--- src/rtl/id_stage_if.sv ---
// -----------------------------------------------------------------------------
// id_stage_if
// Bundles the fetch-side inputs, the downstream stall/flush controls and the
// ID/EX pipeline-register outputs of the instruction-decode stage.
//   slave  : decode stage side (id_stage)
//   master : surrounding pipeline / testbench side
// Signals:
//   if_valid_ip, if_instr_ip, if_pc_ip   fetched instruction and its PC
//   ex_stall_ip, flush_ip                EX back-pressure, branch flush
//   id_stall_op                          IF must hold its instruction/PC
//   rd_port1_op, rd_port2_op             register-file read addresses
//   ex_*_op                              ID/EX register contents
// -----------------------------------------------------------------------------
interface id_stage_if;
  logic        if_valid_ip;
  logic [31:0] if_instr_ip;
  logic [31:0] if_pc_ip;
  logic        ex_stall_ip;
  logic        flush_ip;
  logic        id_stall_op;
  logic [4:0]  rd_port1_op;
  logic [4:0]  rd_port2_op;
  logic        ex_valid_op;
  logic [31:0] ex_pc_op;
  logic [31:0] ex_imm_op;
  logic [4:0]  ex_rd_op;
  logic [4:0]  ex_rs1_op;
  logic [4:0]  ex_rs2_op;
  logic [3:0]  ex_alu_op;
  logic        ex_alu_src_op;
  logic        ex_mem_rd_op;
  logic        ex_mem_wr_op;
  logic        ex_reg_wr_op;
  logic        ex_branch_op;
  logic        ex_jump_op;
  logic        ex_illegal_op;

  modport master (
    output if_valid_ip, if_instr_ip, if_pc_ip, ex_stall_ip, flush_ip,
    input  id_stall_op, rd_port1_op, rd_port2_op,
    input  ex_valid_op, ex_pc_op, ex_imm_op, ex_rd_op, ex_rs1_op, ex_rs2_op,
    input  ex_alu_op, ex_alu_src_op, ex_mem_rd_op, ex_mem_wr_op,
    input  ex_reg_wr_op, ex_branch_op, ex_jump_op, ex_illegal_op
  );

  modport slave (
    input  if_valid_ip, if_instr_ip, if_pc_ip, ex_stall_ip, flush_ip,
    output id_stall_op, rd_port1_op, rd_port2_op,
    output ex_valid_op, ex_pc_op, ex_imm_op, ex_rd_op, ex_rs1_op, ex_rs2_op,
    output ex_alu_op, ex_alu_src_op, ex_mem_rd_op, ex_mem_wr_op,
    output ex_reg_wr_op, ex_branch_op, ex_jump_op, ex_illegal_op
  );
endinterface

--- src/rtl/id_stage.sv ---
// -----------------------------------------------------------------------------
// id_stage
// Instruction-decode stage of the five-stage RV32I core. Drives register-file
// read addresses straight from the fetched instruction, decodes immediate,
// ALU and control fields, and captures them in the ID/EX register. Handles
// downstream stall, branch flush and (optionally) load-use bubbles.
// Ports:
//   clk    core clock
//   rst_n  asynchronous active-low reset (clears the whole ID/EX register)
//   bus    id_stage_if.slave: fetch inputs, stall/flush, ID/EX outputs
// Configuration:
//   ID_HAZARD_DETECT_EN  when defined, load-use hazards insert one bubble and
//                        stall fetch; when undefined the toolchain guarantees
//                        no load-use adjacency and hazard is tied low.
// -----------------------------------------------------------------------------
module id_stage (
  input  logic      clk,
  input  logic      rst_n,
  id_stage_if.slave bus
);

  localparam logic [6:0] OPC_R      = 7'b0110011;
  localparam logic [6:0] OPC_I_ALU  = 7'b0010011;
  localparam logic [6:0] OPC_LOAD   = 7'b0000011;
  localparam logic [6:0] OPC_STORE  = 7'b0100011;
  localparam logic [6:0] OPC_BRANCH = 7'b1100011;
  localparam logic [6:0] OPC_JAL    = 7'b1101111;
  localparam logic [6:0] OPC_JALR   = 7'b1100111;
  localparam logic [6:0] OPC_LUI    = 7'b0110111;
  localparam logic [6:0] OPC_AUIPC  = 7'b0010111;

  localparam logic [3:0] ALU_ADD   = 4'd0;
  localparam logic [3:0] ALU_SUB   = 4'd1;
  localparam logic [3:0] ALU_SLL   = 4'd2;
  localparam logic [3:0] ALU_SLT   = 4'd3;
  localparam logic [3:0] ALU_SLTU  = 4'd4;
  localparam logic [3:0] ALU_XOR   = 4'd5;
  localparam logic [3:0] ALU_SRL   = 4'd6;
  localparam logic [3:0] ALU_SRA   = 4'd7;
  localparam logic [3:0] ALU_OR    = 4'd8;
  localparam logic [3:0] ALU_AND   = 4'd9;
  localparam logic [3:0] ALU_PASSB = 4'd10;

  typedef struct packed {
    logic        valid;
    logic [31:0] pc;
    logic [31:0] imm;
    logic [4:0]  rd;
    logic [4:0]  rs1;
    logic [4:0]  rs2;
    logic [3:0]  alu;
    logic        alu_src;
    logic        mem_rd;
    logic        mem_wr;
    logic        reg_wr;
    logic        branch;
    logic        jump;
    logic        illegal;
  } idex_t;

  localparam idex_t IDEX_ZERO = idex_t'({$bits(idex_t){1'b0}});

  // Instruction fields
  logic [31:0] instr_s;
  logic [6:0]  opcode_s;
  logic [2:0]  funct3_s;
  logic        alt_s;
  logic [4:0]  rd_idx_s;
  logic [4:0]  rs1_idx_s;
  logic [4:0]  rs2_idx_s;

  assign instr_s   = bus.if_instr_ip;
  assign opcode_s  = instr_s[6:0];
  assign rd_idx_s  = instr_s[11:7];
  assign funct3_s  = instr_s[14:12];
  assign rs1_idx_s = instr_s[19:15];
  assign rs2_idx_s = instr_s[24:20];
  assign alt_s     = instr_s[30];

  // Register-file addresses are raw fields so the read overlaps decode.
  assign bus.rd_port1_op = rs1_idx_s;
  assign bus.rd_port2_op = rs2_idx_s;

  // Immediates, all sign-extended from instr[31]
  logic [31:0] imm_i_s;
  logic [31:0] imm_st_s;
  logic [31:0] imm_b_s;
  logic [31:0] imm_u_s;
  logic [31:0] imm_j_s;

  assign imm_i_s  = {{20{instr_s[31]}}, instr_s[31:20]};
  assign imm_st_s = {{20{instr_s[31]}}, instr_s[31:25], instr_s[11:7]};
  assign imm_b_s  = {{20{instr_s[31]}}, instr_s[7], instr_s[30:25], instr_s[11:8], 1'b0};
  assign imm_u_s  = {instr_s[31:12], 12'h000};
  assign imm_j_s  = {{12{instr_s[31]}}, instr_s[19:12], instr_s[20], instr_s[30:21], 1'b0};

  // ALU operation from funct3 shared by R and I-ALU; SUB is R-only and added later
  logic [3:0] alu_f3_s;

  // Map funct3 onto the ALU encoding, instr[30] choosing arithmetic right shift
  always_comb begin
    alu_f3_s = ALU_ADD;
    case (funct3_s)
      3'b000:  alu_f3_s = ALU_ADD;
      3'b001:  alu_f3_s = ALU_SLL;
      3'b010:  alu_f3_s = ALU_SLT;
      3'b011:  alu_f3_s = ALU_SLTU;
      3'b100:  alu_f3_s = ALU_XOR;
      3'b101: begin
        if (alt_s) begin
          alu_f3_s = ALU_SRA;
        end else begin
          alu_f3_s = ALU_SRL;
        end
      end
      3'b110:  alu_f3_s = ALU_OR;
      3'b111:  alu_f3_s = ALU_AND;
      default: alu_f3_s = ALU_ADD;
    endcase
  end

  logic [31:0] imm_s;
  logic [3:0]  alu_s;
  logic        alu_src_s;
  logic        mem_rd_s;
  logic        mem_wr_s;
  logic        reg_wr_s;
  logic        branch_s;
  logic        jump_s;
  logic        illegal_s;
  logic        use_rs1_s;
  logic        use_rs2_s;

  // Main opcode decode into immediate, ALU and control fields
  always_comb begin
    imm_s     = 32'h0000_0000;
    alu_s     = ALU_ADD;
    alu_src_s = 1'b0;
    mem_rd_s  = 1'b0;
    mem_wr_s  = 1'b0;
    reg_wr_s  = 1'b0;
    branch_s  = 1'b0;
    jump_s    = 1'b0;
    illegal_s = 1'b0;
    use_rs1_s = 1'b0;
    use_rs2_s = 1'b0;
    case (opcode_s)
      OPC_R: begin
        if ((funct3_s == 3'b000) && alt_s) begin
          alu_s = ALU_SUB;
        end else begin
          alu_s = alu_f3_s;
        end
        reg_wr_s  = 1'b1;
        use_rs1_s = 1'b1;
        use_rs2_s = 1'b1;
      end
      OPC_I_ALU: begin
        imm_s     = imm_i_s;
        alu_s     = alu_f3_s;
        alu_src_s = 1'b1;
        reg_wr_s  = 1'b1;
        use_rs1_s = 1'b1;
      end
      OPC_LOAD: begin
        imm_s     = imm_i_s;
        alu_src_s = 1'b1;
        mem_rd_s  = 1'b1;
        reg_wr_s  = 1'b1;
        use_rs1_s = 1'b1;
      end
      OPC_STORE: begin
        imm_s     = imm_st_s;
        alu_src_s = 1'b1;
        mem_wr_s  = 1'b1;
        use_rs1_s = 1'b1;
        use_rs2_s = 1'b1;
      end
      OPC_BRANCH: begin
        // EX compares rs1 against rs2; the target adder uses the immediate
        imm_s     = imm_b_s;
        alu_s     = ALU_SUB;
        branch_s  = 1'b1;
        use_rs1_s = 1'b1;
        use_rs2_s = 1'b1;
      end
      OPC_JAL: begin
        imm_s     = imm_j_s;
        alu_src_s = 1'b1;
        reg_wr_s  = 1'b1;
        jump_s    = 1'b1;
      end
      OPC_JALR: begin
        imm_s     = imm_i_s;
        alu_src_s = 1'b1;
        reg_wr_s  = 1'b1;
        jump_s    = 1'b1;
        use_rs1_s = 1'b1;
      end
      OPC_LUI: begin
        imm_s     = imm_u_s;
        alu_s     = ALU_PASSB;
        alu_src_s = 1'b1;
        reg_wr_s  = 1'b1;
      end
      OPC_AUIPC: begin
        imm_s     = imm_u_s;
        alu_src_s = 1'b1;
        reg_wr_s  = 1'b1;
      end
      default: begin
        illegal_s = 1'b1;
      end
    endcase
  end

  idex_t idex_r;
  logic  hazard_s;

`ifdef ID_HAZARD_DETECT_EN
  // Load in EX whose destination is a source actually read by the instruction in ID
  assign hazard_s = idex_r.valid & idex_r.mem_rd & (idex_r.rd != 5'd0) & bus.if_valid_ip &
                    ((use_rs1_s & (rs1_idx_s == idex_r.rd)) |
                     (use_rs2_s & (rs2_idx_s == idex_r.rd)));
`else
  assign hazard_s = 1'b0;
`endif

  assign bus.id_stall_op = ~bus.flush_ip & (bus.ex_stall_ip | hazard_s);

  // Flush overrides the EX hold; otherwise a stall freezes the register
  logic  load_en_s;
  idex_t idex_nxt_s;

  assign load_en_s = bus.flush_ip | ~bus.ex_stall_ip;

  // Next ID/EX contents: a zero bubble on flush/hazard, else the gated decode
  always_comb begin
    idex_nxt_s = IDEX_ZERO;
    if (bus.flush_ip || hazard_s) begin
      idex_nxt_s = IDEX_ZERO;
    end else begin
      idex_nxt_s.valid   = bus.if_valid_ip;
      idex_nxt_s.pc      = bus.if_pc_ip;
      idex_nxt_s.imm     = imm_s;
      // Unused indices are zeroed so forwarding never matches a stale field
      idex_nxt_s.rd      = reg_wr_s  ? rd_idx_s  : 5'd0;
      idex_nxt_s.rs1     = use_rs1_s ? rs1_idx_s : 5'd0;
      idex_nxt_s.rs2     = use_rs2_s ? rs2_idx_s : 5'd0;
      idex_nxt_s.alu     = alu_s;
      idex_nxt_s.alu_src = alu_src_s;
      idex_nxt_s.mem_rd  = mem_rd_s  & bus.if_valid_ip;
      idex_nxt_s.mem_wr  = mem_wr_s  & bus.if_valid_ip;
      idex_nxt_s.reg_wr  = reg_wr_s  & bus.if_valid_ip;
      idex_nxt_s.branch  = branch_s  & bus.if_valid_ip;
      idex_nxt_s.jump    = jump_s    & bus.if_valid_ip;
      idex_nxt_s.illegal = illegal_s & bus.if_valid_ip;
    end
  end

  // ID/EX pipeline register
  always_ff @(posedge clk or negedge rst_n) begin
    if (!rst_n) begin
      idex_r <= IDEX_ZERO;
    end else if (load_en_s) begin
      idex_r <= idex_nxt_s;
    end
  end

  assign bus.ex_valid_op   = idex_r.valid;
  assign bus.ex_pc_op      = idex_r.pc;
  assign bus.ex_imm_op     = idex_r.imm;
  assign bus.ex_rd_op      = idex_r.rd;
  assign bus.ex_rs1_op     = idex_r.rs1;
  assign bus.ex_rs2_op     = idex_r.rs2;
  assign bus.ex_alu_op     = idex_r.alu;
  assign bus.ex_alu_src_op = idex_r.alu_src;
  assign bus.ex_mem_rd_op  = idex_r.mem_rd;
  assign bus.ex_mem_wr_op  = idex_r.mem_wr;
  assign bus.ex_reg_wr_op  = idex_r.reg_wr;
  assign bus.ex_branch_op  = idex_r.branch;
  assign bus.ex_jump_op    = idex_r.jump;
  assign bus.ex_illegal_op = idex_r.illegal;

endmodule

--- src/flat_wrapper.sv ---
// flat-port wrapper written by rule: the top's interface ports become plain ports
module id_stage_flat 
  (clk, rst_n, bus_if_valid_ip, bus_if_instr_ip, bus_if_pc_ip, bus_ex_stall_ip, bus_flush_ip, bus_id_stall_op, bus_rd_port1_op, bus_rd_port2_op, bus_ex_valid_op, bus_ex_pc_op, bus_ex_imm_op, bus_ex_rd_op, bus_ex_rs1_op, bus_ex_rs2_op, bus_ex_alu_op, bus_ex_alu_src_op, bus_ex_mem_rd_op, bus_ex_mem_wr_op, bus_ex_reg_wr_op, bus_ex_branch_op, bus_ex_jump_op, bus_ex_illegal_op);
  id_stage_if bus_i ();
  input  logic clk;
  input  logic rst_n;
  input wire logic [$bits(bus_i.if_valid_ip)-1:0] bus_if_valid_ip;
  input wire logic [$bits(bus_i.if_instr_ip)-1:0] bus_if_instr_ip;
  input wire logic [$bits(bus_i.if_pc_ip)-1:0] bus_if_pc_ip;
  input wire logic [$bits(bus_i.ex_stall_ip)-1:0] bus_ex_stall_ip;
  input wire logic [$bits(bus_i.flush_ip)-1:0] bus_flush_ip;
  output wire logic [$bits(bus_i.id_stall_op)-1:0] bus_id_stall_op;
  output wire logic [$bits(bus_i.rd_port1_op)-1:0] bus_rd_port1_op;
  output wire logic [$bits(bus_i.rd_port2_op)-1:0] bus_rd_port2_op;
  output wire logic [$bits(bus_i.ex_valid_op)-1:0] bus_ex_valid_op;
  output wire logic [$bits(bus_i.ex_pc_op)-1:0] bus_ex_pc_op;
  output wire logic [$bits(bus_i.ex_imm_op)-1:0] bus_ex_imm_op;
  output wire logic [$bits(bus_i.ex_rd_op)-1:0] bus_ex_rd_op;
  output wire logic [$bits(bus_i.ex_rs1_op)-1:0] bus_ex_rs1_op;
  output wire logic [$bits(bus_i.ex_rs2_op)-1:0] bus_ex_rs2_op;
  output wire logic [$bits(bus_i.ex_alu_op)-1:0] bus_ex_alu_op;
  output wire logic [$bits(bus_i.ex_alu_src_op)-1:0] bus_ex_alu_src_op;
  output wire logic [$bits(bus_i.ex_mem_rd_op)-1:0] bus_ex_mem_rd_op;
  output wire logic [$bits(bus_i.ex_mem_wr_op)-1:0] bus_ex_mem_wr_op;
  output wire logic [$bits(bus_i.ex_reg_wr_op)-1:0] bus_ex_reg_wr_op;
  output wire logic [$bits(bus_i.ex_branch_op)-1:0] bus_ex_branch_op;
  output wire logic [$bits(bus_i.ex_jump_op)-1:0] bus_ex_jump_op;
  output wire logic [$bits(bus_i.ex_illegal_op)-1:0] bus_ex_illegal_op;
  assign bus_i.if_valid_ip = bus_if_valid_ip;
  assign bus_i.if_instr_ip = bus_if_instr_ip;
  assign bus_i.if_pc_ip = bus_if_pc_ip;
  assign bus_i.ex_stall_ip = bus_ex_stall_ip;
  assign bus_i.flush_ip = bus_flush_ip;
  assign bus_id_stall_op = bus_i.id_stall_op;
  assign bus_rd_port1_op = bus_i.rd_port1_op;
  assign bus_rd_port2_op = bus_i.rd_port2_op;
  assign bus_ex_valid_op = bus_i.ex_valid_op;
  assign bus_ex_pc_op = bus_i.ex_pc_op;
  assign bus_ex_imm_op = bus_i.ex_imm_op;
  assign bus_ex_rd_op = bus_i.ex_rd_op;
  assign bus_ex_rs1_op = bus_i.ex_rs1_op;
  assign bus_ex_rs2_op = bus_i.ex_rs2_op;
  assign bus_ex_alu_op = bus_i.ex_alu_op;
  assign bus_ex_alu_src_op = bus_i.ex_alu_src_op;
  assign bus_ex_mem_rd_op = bus_i.ex_mem_rd_op;
  assign bus_ex_mem_wr_op = bus_i.ex_mem_wr_op;
  assign bus_ex_reg_wr_op = bus_i.ex_reg_wr_op;
  assign bus_ex_branch_op = bus_i.ex_branch_op;
  assign bus_ex_jump_op = bus_i.ex_jump_op;
  assign bus_ex_illegal_op = bus_i.ex_illegal_op;
  id_stage u_core (.clk(clk), .rst_n(rst_n), .bus(bus_i));
endmodule
--- config.mk ---
export PLATFORM = sky130hd
export DESIGN_NAME = id_stage_flat
export DESIGN_NICKNAME = d
export VERILOG_FILES = /design/src/rtl/id_stage_if.sv /design/src/rtl/id_stage.sv /design/src/flat_wrapper.sv
export SDC_FILE = /design/constraint.sdc
export NUM_CORES = 1
export LEC_CHECK = 0
export CAP_MARGIN = 20
export CORE_ASPECT_RATIO = 1.1
export CORE_MARGIN = 5
export CORE_UTILIZATION = 45
export CTS_CLUSTER_SIZE = 25
export DETAILED_ROUTE_END_ITERATION = 10
export DONT_BUFFER_PORTS = 1
export GPL_ROUTABILITY_DRIVEN = 0
export GPL_TIMING_DRIVEN = 0
export SETUP_SLACK_MARGIN = 0.2
export SLEW_MARGIN = 10
export SYNTH_ARGS = -nofsm -noshare
export SYNTH_HDL_FRONTEND = slang
export SYNTH_SLANG_ARGS = --single-unit
--- constraint.sdc ---
create_clock -name clk -period 1.4 [get_ports clk]
set_clock_uncertainty 0.2 [all_clocks]
set_input_delay 0.14 -clock clk [delete_from_list [all_inputs] [get_ports clk]]
set_output_delay 0.14 -clock clk [all_outputs]
set_load 0.02 [all_outputs]
# Yosys cells after proc, flatten, opt, wreduce, memory -nomap -nowiden
# Index checks and enable logic that the tools add are counted.
[word_totals] register_bits=91 latch_bits=0 ram_bits=0 mem_bits_ro=0 input_bits=69 out_inout_bits=102 word_cells=68 memories=0
[op_classes] add_sub_neg=0 mul=0 div=0 order_cmp=0 eq_ne=16 shift=0 muxes=18 bitwise=10 n_reduce_logical=10
[ops] operator="$pmux W32 S5" count=1
[ops] operator="$mux W91" count=1
[ops] operator="$pmux W4 S8" count=1
[ops] operator="$eq A7 B6 Y1 const B" count=3
[ops] operator="$eq A7 B7 Y1 const B" count=3
[ops] operator="$pmux W4 S4" count=1
[ops] operator="$mux W5" count=3
[ops] operator="$eq A7 B5 Y1 const B" count=2
[ops] operator="$reduce_or A7 Y1" count=2
[ops] operator="$eq A3 B3 Y1 const B" count=4
[ops] operator="$mux W1" count=10
[ops] operator="$reduce_or A9 Y1" count=1
[ops] operator="$and A1 B1 Y1" count=7
[ops] operator="$eq A7 B2 Y1 const B" count=1
[ops] operator="$eq A3 B2 Y1 const B" count=2
[ops] operator="$reduce_or A3 Y1" count=2
[ops] operator="$reduce_or A6 Y1" count=1
[ops] operator="$mux W4" count=1
[ops] operator="$reduce_or A2 Y1" count=2
[ops] operator="$eq A3 B1 Y1 const B" count=1
[ops] operator="$logic_not A3 Y1" count=1
[ops] operator="$not A1 Y1" count=2
[ops] operator="$logic_and A1 B1 Y1" count=1
[ops] operator="$or A1 B1 Y1" count=1

# Longest topological paths before layout
# Gate-level depths: netlist (run 1).
[logic_depth] word_depth=5 mapped_depth=6 mapped_depth_nobuf=4

# Least setup slack after synthesis (run 1)
# No wires, ideal clock.
[synth_timing] path_kind="input port to flip-flop" from="input bus_if_instr_ip[2]" to="register u_core.idex_r (netlist bit u_core.bus.ex_mem_rd_op)" setup_ns=0.078 arrival_time_ns=1.404 required_ns=1.122 slack_ns=-0.282 stages=5 n_path_buf=1 cell_sequence="buf_6 -> nand4bb_4 -> or3_4 -> or4b_1 -> a21oi_1"
[synth_between] elab_chain_len=4
[synth_rtl] item="start, declared" line="flat_wrapper.sv:8" rtl="input wire logic [$bits(bus_i.if_instr_ip)-1:0] bus_if_instr_ip;"
[synth_rtl] item="$eq A7 B2 Y1" line="id_stage.sv:147" rtl="case (opcode_s)"
[synth_rtl] item="$mux W1" line="id_stage.sv:147"
[synth_rtl] item="$and A1 B1 Y1" line="id_stage.sv:252" rtl="idex_nxt_s.mem_rd = mem_rd_s & bus.if_valid_ip;"
[synth_rtl] item="$mux W91" line="id_stage.sv:240" rtl="if (bus.flush_ip || hazard_s) begin"
[synth_rtl] item="end signal, assigned" line="id_stage.sv:266" rtl="idex_r <= idex_nxt_s;"
[synth_rtl] item="end, declared" line="id_stage.sv:217" rtl="idex_t idex_r;"
# Every way passes these cells.
# A chain may end at the register's enable or synchronous reset.

# Worst setup path in the final report (run 1)
# Same ends and word-level chain as after synthesis.

==> results_dict.tcl, run 1 <==
set metrics [dict create \
    status "finished, violations left" \
    violations "hold timing" \
    numCtsBuffers 9 \
    fmax_mhz 717 \
    worst_r2r_endpoint "u_core.bus.ex_imm_op[14]$_DFFE_PN0N_" \
    worstRegToRegCells 2 \
    worst_hold_slack_ps -734 \
    ir_drop_mv 0.500 \
    syn-mean-instance-area_um2 11.3 \
    arrival_ps 1470 \
    rsz0062_at_grt "true" \
    start_kind "primary input" \
    synthesis.area_mm2 0.00405 \
    cp_max_fo 4 \
    rows 36 \
    antenna_found_initial 0 \
    r2r-start "u_core.bus.ex_imm_op[14]$_DFFE_PN0N_" \
    required_ps 1480 \
    cts_tree "yes" \
    muxShareOfSynthArea 0.0816 \
    grtUsageTotal 0.223 \
    drtIter0Drc 173 \
    crit_buf_inv 1 \
    post-dp-hpwl_um 8080 \
    setup_viol 0 \
    maxCapViolCount 0 \
    worstSetupEndpointType "flip-flop" \
    final_antenna_net_count 0 \
    yosys.area_share.simple 0.110 \
    vias_per_cell 5.94 \
    drcViolationCount 0 \
    p_leak_nw 2.49 \
    critPathKind "in -> reg" \
    synth.distinct_cells 44 \
    drive_gt1_frac 0.350 \
    synth_compound_area_frac 0.186 \
    min_period_ps 1390 \
    cellPowerDensity_mw_per_mm2 950 \
    synth.area.top_cells "dfrtp_1 56%, mux2i_1 8.2%, a22o_1 7.1%, nor2_1 4.6%, a221o_1 3.0%" \
    die_h_um 110 \
    final_cell_mix "58 x dfrtp_2, 52 x dlygate4sd3_1, 46 x nor2_1" \
    synth-edff-count 0 \
    finalWorstSetupSlack_ps 5.27 \
    worstSkewPairLatency_ps 340 \
    place_area_mm2 0.00429 \
    yosysWarnings 0 \
    crit_chain "buf_12 > nand4bb_4 > or3_4 > or4b_4 > a21oi_2" \
    synth_largest_area_cell "dfrtp_1" \
    htreeDepth 3 \
    rrSetupSlack_ps 250 \
    die-area_mm2 0.0110 \
    syn_inst 358 \
    synthesis.nets 427 \
    final_area_mm2 0.00561 \
    hold_violations 100 \
    grt_pass1_vias 3481 \
    synth_top_cell_area_share 0.562 \
    synth.yosys.seq_area_share 0.562 \
    layout_commonest_cell "dfrtp_2" \
    yosys_most_used_dff "dfrtp_1" \
    clockRootBuffer "clkbuf_8" \
    synth_seq_cells 91 \
    grt_remaining_overflow 0 \
    dp_slack_ps -518 \
    tightestPinTransition_ps 531 \
    yosys.area_share.xor_xnor 0 \
    clk_pin_slew_ps 100 \
    dpl.cell_count 472 \
    slew_headroom 0.646 \
    fin_nets 516 \
    layout.cells.non_filler 566 \
    grt_max_degree 92 \
    finalMaxSlewViolations 0 \
    fill_cells 686 \
    crit_path_top_delay_cell "or4b_4" \
    dr_total_vias 3362 \
    synth_top_family_by_area "compound AO/OA/AOI/OAI gates" \
    drt-total-wl_um 12500 \
    fp.dieW_um 100 \
    synth-adder-area-share 0 \
    start_util 0.459 \
    cpLargestDelayFamily "simple AND/OR/NAND/NOR gates" \
    async_flop_share 1.00 \
    hold_class "in -> async" \
    area_growth_pct 38.6 \
    antennaDiodeCount 0 \
    first_pass_iters 4 \
    cts.path.max_buffers 2 \
    period_share 0.996 \
    port_buffers 0 \
    crit_path_max_incr_delay_ps 500 \
    num_io_pins 171 \
    cts.sink_count 91 \
    core-area_mm2 0.00883 \
    grt_pass1_wl_um 19100 \
    routedWlPerCell_um 22.1 \
]
## synth_stat cells, types with 3 or more instances
cell type   n
mux2i_1    33
nor2b_1     4
a221oi_1   11
nand3b_1    3
buf_4      11
clkbuf_1   19
a22o_1     33
a21oi_1     7
dfrtp_1    91
nand2_1    11
nor3_1      6
nor2_1     50
a221o_1    12
o21ai_0    15
inv_1      15
buf_2       4
## where the power goes
part / total (mW) / internal [mW] / switching, mW
Sequential: 2.87 / 2.71 / 0.160
Clock: 1.83 / 0.849 / 0.978
Combinational: 0.633 / 0.316 / 0.317
## metal layers
| metal | global-route usage | wire (um) | vias up |
|---|---|---|---|
| met3 | 0.0850 | 1110 | 22 |
| met2 | 0.371 | 6380 | 152 |
| li1 | - | - | 1475 |
| met4 | 0.0674 | 236 | 0 |
| met1 | 0.270 | 4760 | 1713 |
| met5 | 0 | 0 | - |
## metrics by stage
stage | setup TNS, ps | total power, mW | utilization
6_report | 0 | 5.33 | 0.636
4_1_cts | 0 | 5.31 | 0.607
3_5_place_dp | -21410 | 3.30 | 0.486
5_1_grt | -211 | 5.52 | 0.636
2_1_floorplan | -5090 | 3.21 | -
3_3_place_gp | -19370 | 3.29 | 0.486
## kinds of logic after synthesis
kind of cell | Yosys count
mux | 33
flops | 91
buf+inv | 50
simple gates | 90
compound gates | 94
## worst max-delay path by stage
stage / slack (ps) / cells past startpoint / to / startpoint
final: 5 / 5 / u_core.bus.ex_mem_rd_op$_DFFE_PN0N_ / bus_if_instr_ip[2]
after global routing: -50 / 6 / u_core.bus.ex_imm_op[25]$_DFFE_PN0N_ / bus_if_instr_ip[5]
after CTS: 20 / 5 / u_core.bus.ex_mem_rd_op$_DFFE_PN0N_ / bus_if_instr_ip[2]
after detailed placement: -520 / 6 / u_core.bus.ex_imm_op[28]$_DFFE_PN0N_ / bus_flush_ip
after global placement: -510 / 5 / u_core.bus.ex_reg_wr_op$_DFFE_PN0N_ / bus_if_instr_ip[6]
after floorplan: -270 / 5 / u_core.bus.ex_mem_rd_op$_DFFE_PN0N_ / bus_if_instr_ip[2]
## state kept, by name, indices dropped and copies added (netlist names), 4 cells and up
name and count:
u_core.bus.ex_imm_op 32, u_core.bus.ex_pc_op 32, u_core.bus.ex_rd_op 5, u_core.bus.ex_rs1_op 5, u_core.bus.ex_rs2_op 5, u_core.bus.ex_alu_op 4
## cell type report
class | instances | area (um^2) | area share
buffer | 35 | 285 | 0.0508
clock buffer | 10 | 128 | 0.0227
clock inverter | 6 | 73.8 | 0.0132
inverter | 15 | 56.3 | 0.0100
multi-input combinational | 217 | 1780 | 0.317
sequential | 91 | 2350 | 0.419
tap | 114 | 143 | 0.0254
timing repair buffer | 78 | 797 | 0.142
## worst register-to-register path, stage by stage, from the launching register on
cell	delay, ps
dfrtp_1	490
inv_1	120
a221oi_2	260
## timing repair
item / in CTS / in global routing
gates cloned: 2 / 0
endpoints found under the hold margin: 182 / 103
hold buffers: 58 / 1
setup endpoints to repair: 61 / 120
pin swaps: 15 / 16
setup buffers: 13 / 4
resized for setup: 40 / 93
No activity file was read; power rests on OpenSTA's default activity.
==> inputs of run 2 (changes only) <==
- CORE_UTILIZATION: 45 -> 52
- PLACE_DENSITY: unset -> 0.67
==> run 2 against run 1 <==
Against the previous run: cell count is 2.3% lower; register-to-register slack improved by 20 ps; sequential cell count unchanged; via count decreased by 2.9%; die area decreased by 12%; utilization increased by 8.7 points; largest power group unchanged; critical endpoint unchanged; combinational power decreased by 6.2%; sequential power barely moved; worst setup slack lost 3.0 ps; sequential share of layout area up 1.2 points; the flow still finishes with violations (hold timing); clock-buffer cell count did not move; highest routed layer unchanged; worst hold slack improved by 1.4 ps.
==> results_dict.tcl, run 2 (same netlist as run 1, synthesis figures left out) <==
set metrics [dict create \
    fp.dieW_um 94.1 \
    hold_class "in -> async" \
    setup_viol 0 \
    clockRootBuffer "clkbuf_8" \
    routedWlPerCell_um 21.3 \
    maxCapViolCount 0 \
    cts_tree "yes" \
    worst_hold_slack_ps -732 \
    violations "hold timing" \
    rows 33 \
    dr_total_vias 3265 \
    clk_pin_slew_ps 90 \
    fin_nets 512 \
    slew_headroom 0.673 \
    num_io_pins 171 \
    die_h_um 103 \
    antennaDiodeCount 0 \
    drt-total-wl_um 11800 \
    finalWorstSetupSlack_ps 2.23 \
    vias_per_cell 5.90 \
    grt_pass1_wl_um 18300 \
    drcViolationCount 0 \
    grt_max_degree 92 \
    die-area_mm2 0.00966 \
    cts.path.max_buffers 2 \
    required_ps 1480 \
    fin_util 0.723 \
    first_pass_iters 4 \
    drtIter0Drc 174 \
    period_share 0.998 \
    p_leak_nw 2.44 \
    final_area_mm2 0.00543 \
    rsz0062_at_grt "true" \
    cts.sink_count 91 \
    worstSetupEndpointType "flip-flop" \
    antenna_found_initial 0 \
    port_buffers 0 \
    grt_pass1_vias 3446 \
    area_growth_pct 34.1 \
    arrival_ps 1480 \
    start_util 0.539 \
    cellPowerDensity_mw_per_mm2 1000 \
    critPathKind "in -> reg" \
    fmax_mhz 715 \
    numCtsBuffers 9 \
    final_antenna_net_count 0 \
    tightestPinTransition_ps 490 \
    status "finished, violations left" \
    min_period_ps 1400 \
    worstSkewPairLatency_ps 350 \
    layout_commonest_cell "dlygate4sd3_1" \
    hold_violations 112 \
    cp_max_fo 4 \
    htreeDepth 3 \
    grt_remaining_overflow 0 \
    core-area_mm2 0.00751 \
    post-dp-hpwl_um 7720 \
    start_kind "primary input" \
    dp_slack_ps -461 \
    drive_gt1_frac 0.308 \
    final_cell_mix "55 x dlygate4sd3_1, 50 x dfrtp_2, 46 x nor2_1" \
    finalMaxSlewViolations 0 \
    ir_drop_mv 0.559 \
    place_area_mm2 0.00428 \
    grtUsageTotal 0.244 \
]
## run 2: path summary, 6_finish.rpt
kind / slack (ps) / startpoint / to / cells past startpoint
worst max-delay path: 2 / bus_if_instr_ip[2] / u_core.bus.ex_mem_rd_op$_DFFE_PN0N_ / 5
worst min register to register: 400 / u_core.bus.ex_illegal_op$_DFFE_PN0N_ / u_core.bus.ex_illegal_op$_DFFE_PN0N_ / 2
min in group clk: -290 / bus_if_instr_ip[31] / u_core.bus.ex_imm_op[31]$_DFFE_PN0N_ / 1
worst max register to register: 270 / u_core.bus.ex_imm_op[26]$_DFFE_PN0N_ / u_core.bus.ex_imm_op[26]$_DFFE_PN0N_ / 1
max in group asynchronous: 1610 / rst_n / u_core.bus.ex_jump_op$_DFFE_PN0N_ / 0
worst min-delay path: -730 / rst_n / u_core.bus.ex_rd_op[2]$_DFFE_PN0N_ / 0
## run 2: per-stage QoR
step	power (mW)	setup TNS (ps)	std cells	hold WS (ps)
after floorplan	3.21	-5090	358	-356
after global placement	3.28	-15920	463	-354
after detailed placement	3.29	-17740	463	-353
after CTS	5.43	0	546	-745
after global routing	5.63	-120	553	-754
final	5.44	0	553	-732
## run 2: metal layers
metal / vias to the layer above / GRT usage / wire, um
met5: - / 0 / 0
met4: 0 / 0.0600 / 128
met3: 10 / 0.0978 / 1160
met2: 140 / 0.426 / 6090
met1: 1644 / 0.282 / 4380
li1: 1471 / - / -
## run 2: timing repair
item                                   CTS  global route
pin swaps                               14             4
setup buffers                           11             3
resized for setup                       29            70
setup endpoints to repair               54           115
gates cloned                             1             0
endpoints found under the hold margin  182           112
hold buffers                            55             4
## run 2: final cells by class
type	instances	area, um^2
multi-input cells	217	1710
clock inverters	6	86.3
plain buffers	35	250
inverters	15	56.3
repair buffers	74	717
flip-flops and latches	91	2340
well taps	105	131
clock buffers	10	138
fillers	547	2080
## run 2: critical path, stage by stage
cell and delay, ps:
buf_8 100, nand4bb_4 240, or3_4 380, or4b_4 490
a21oi_2 120
## run 2: where the power goes
| part | internal [mW] | switching (mW) |
|---|---|---|
| Sequential | 2.71 | 0.159 |
| Combinational | 0.295 | 0.299 |
| Clock | 1.05 | 0.922 |
| Total | 4.06 | 1.38 |
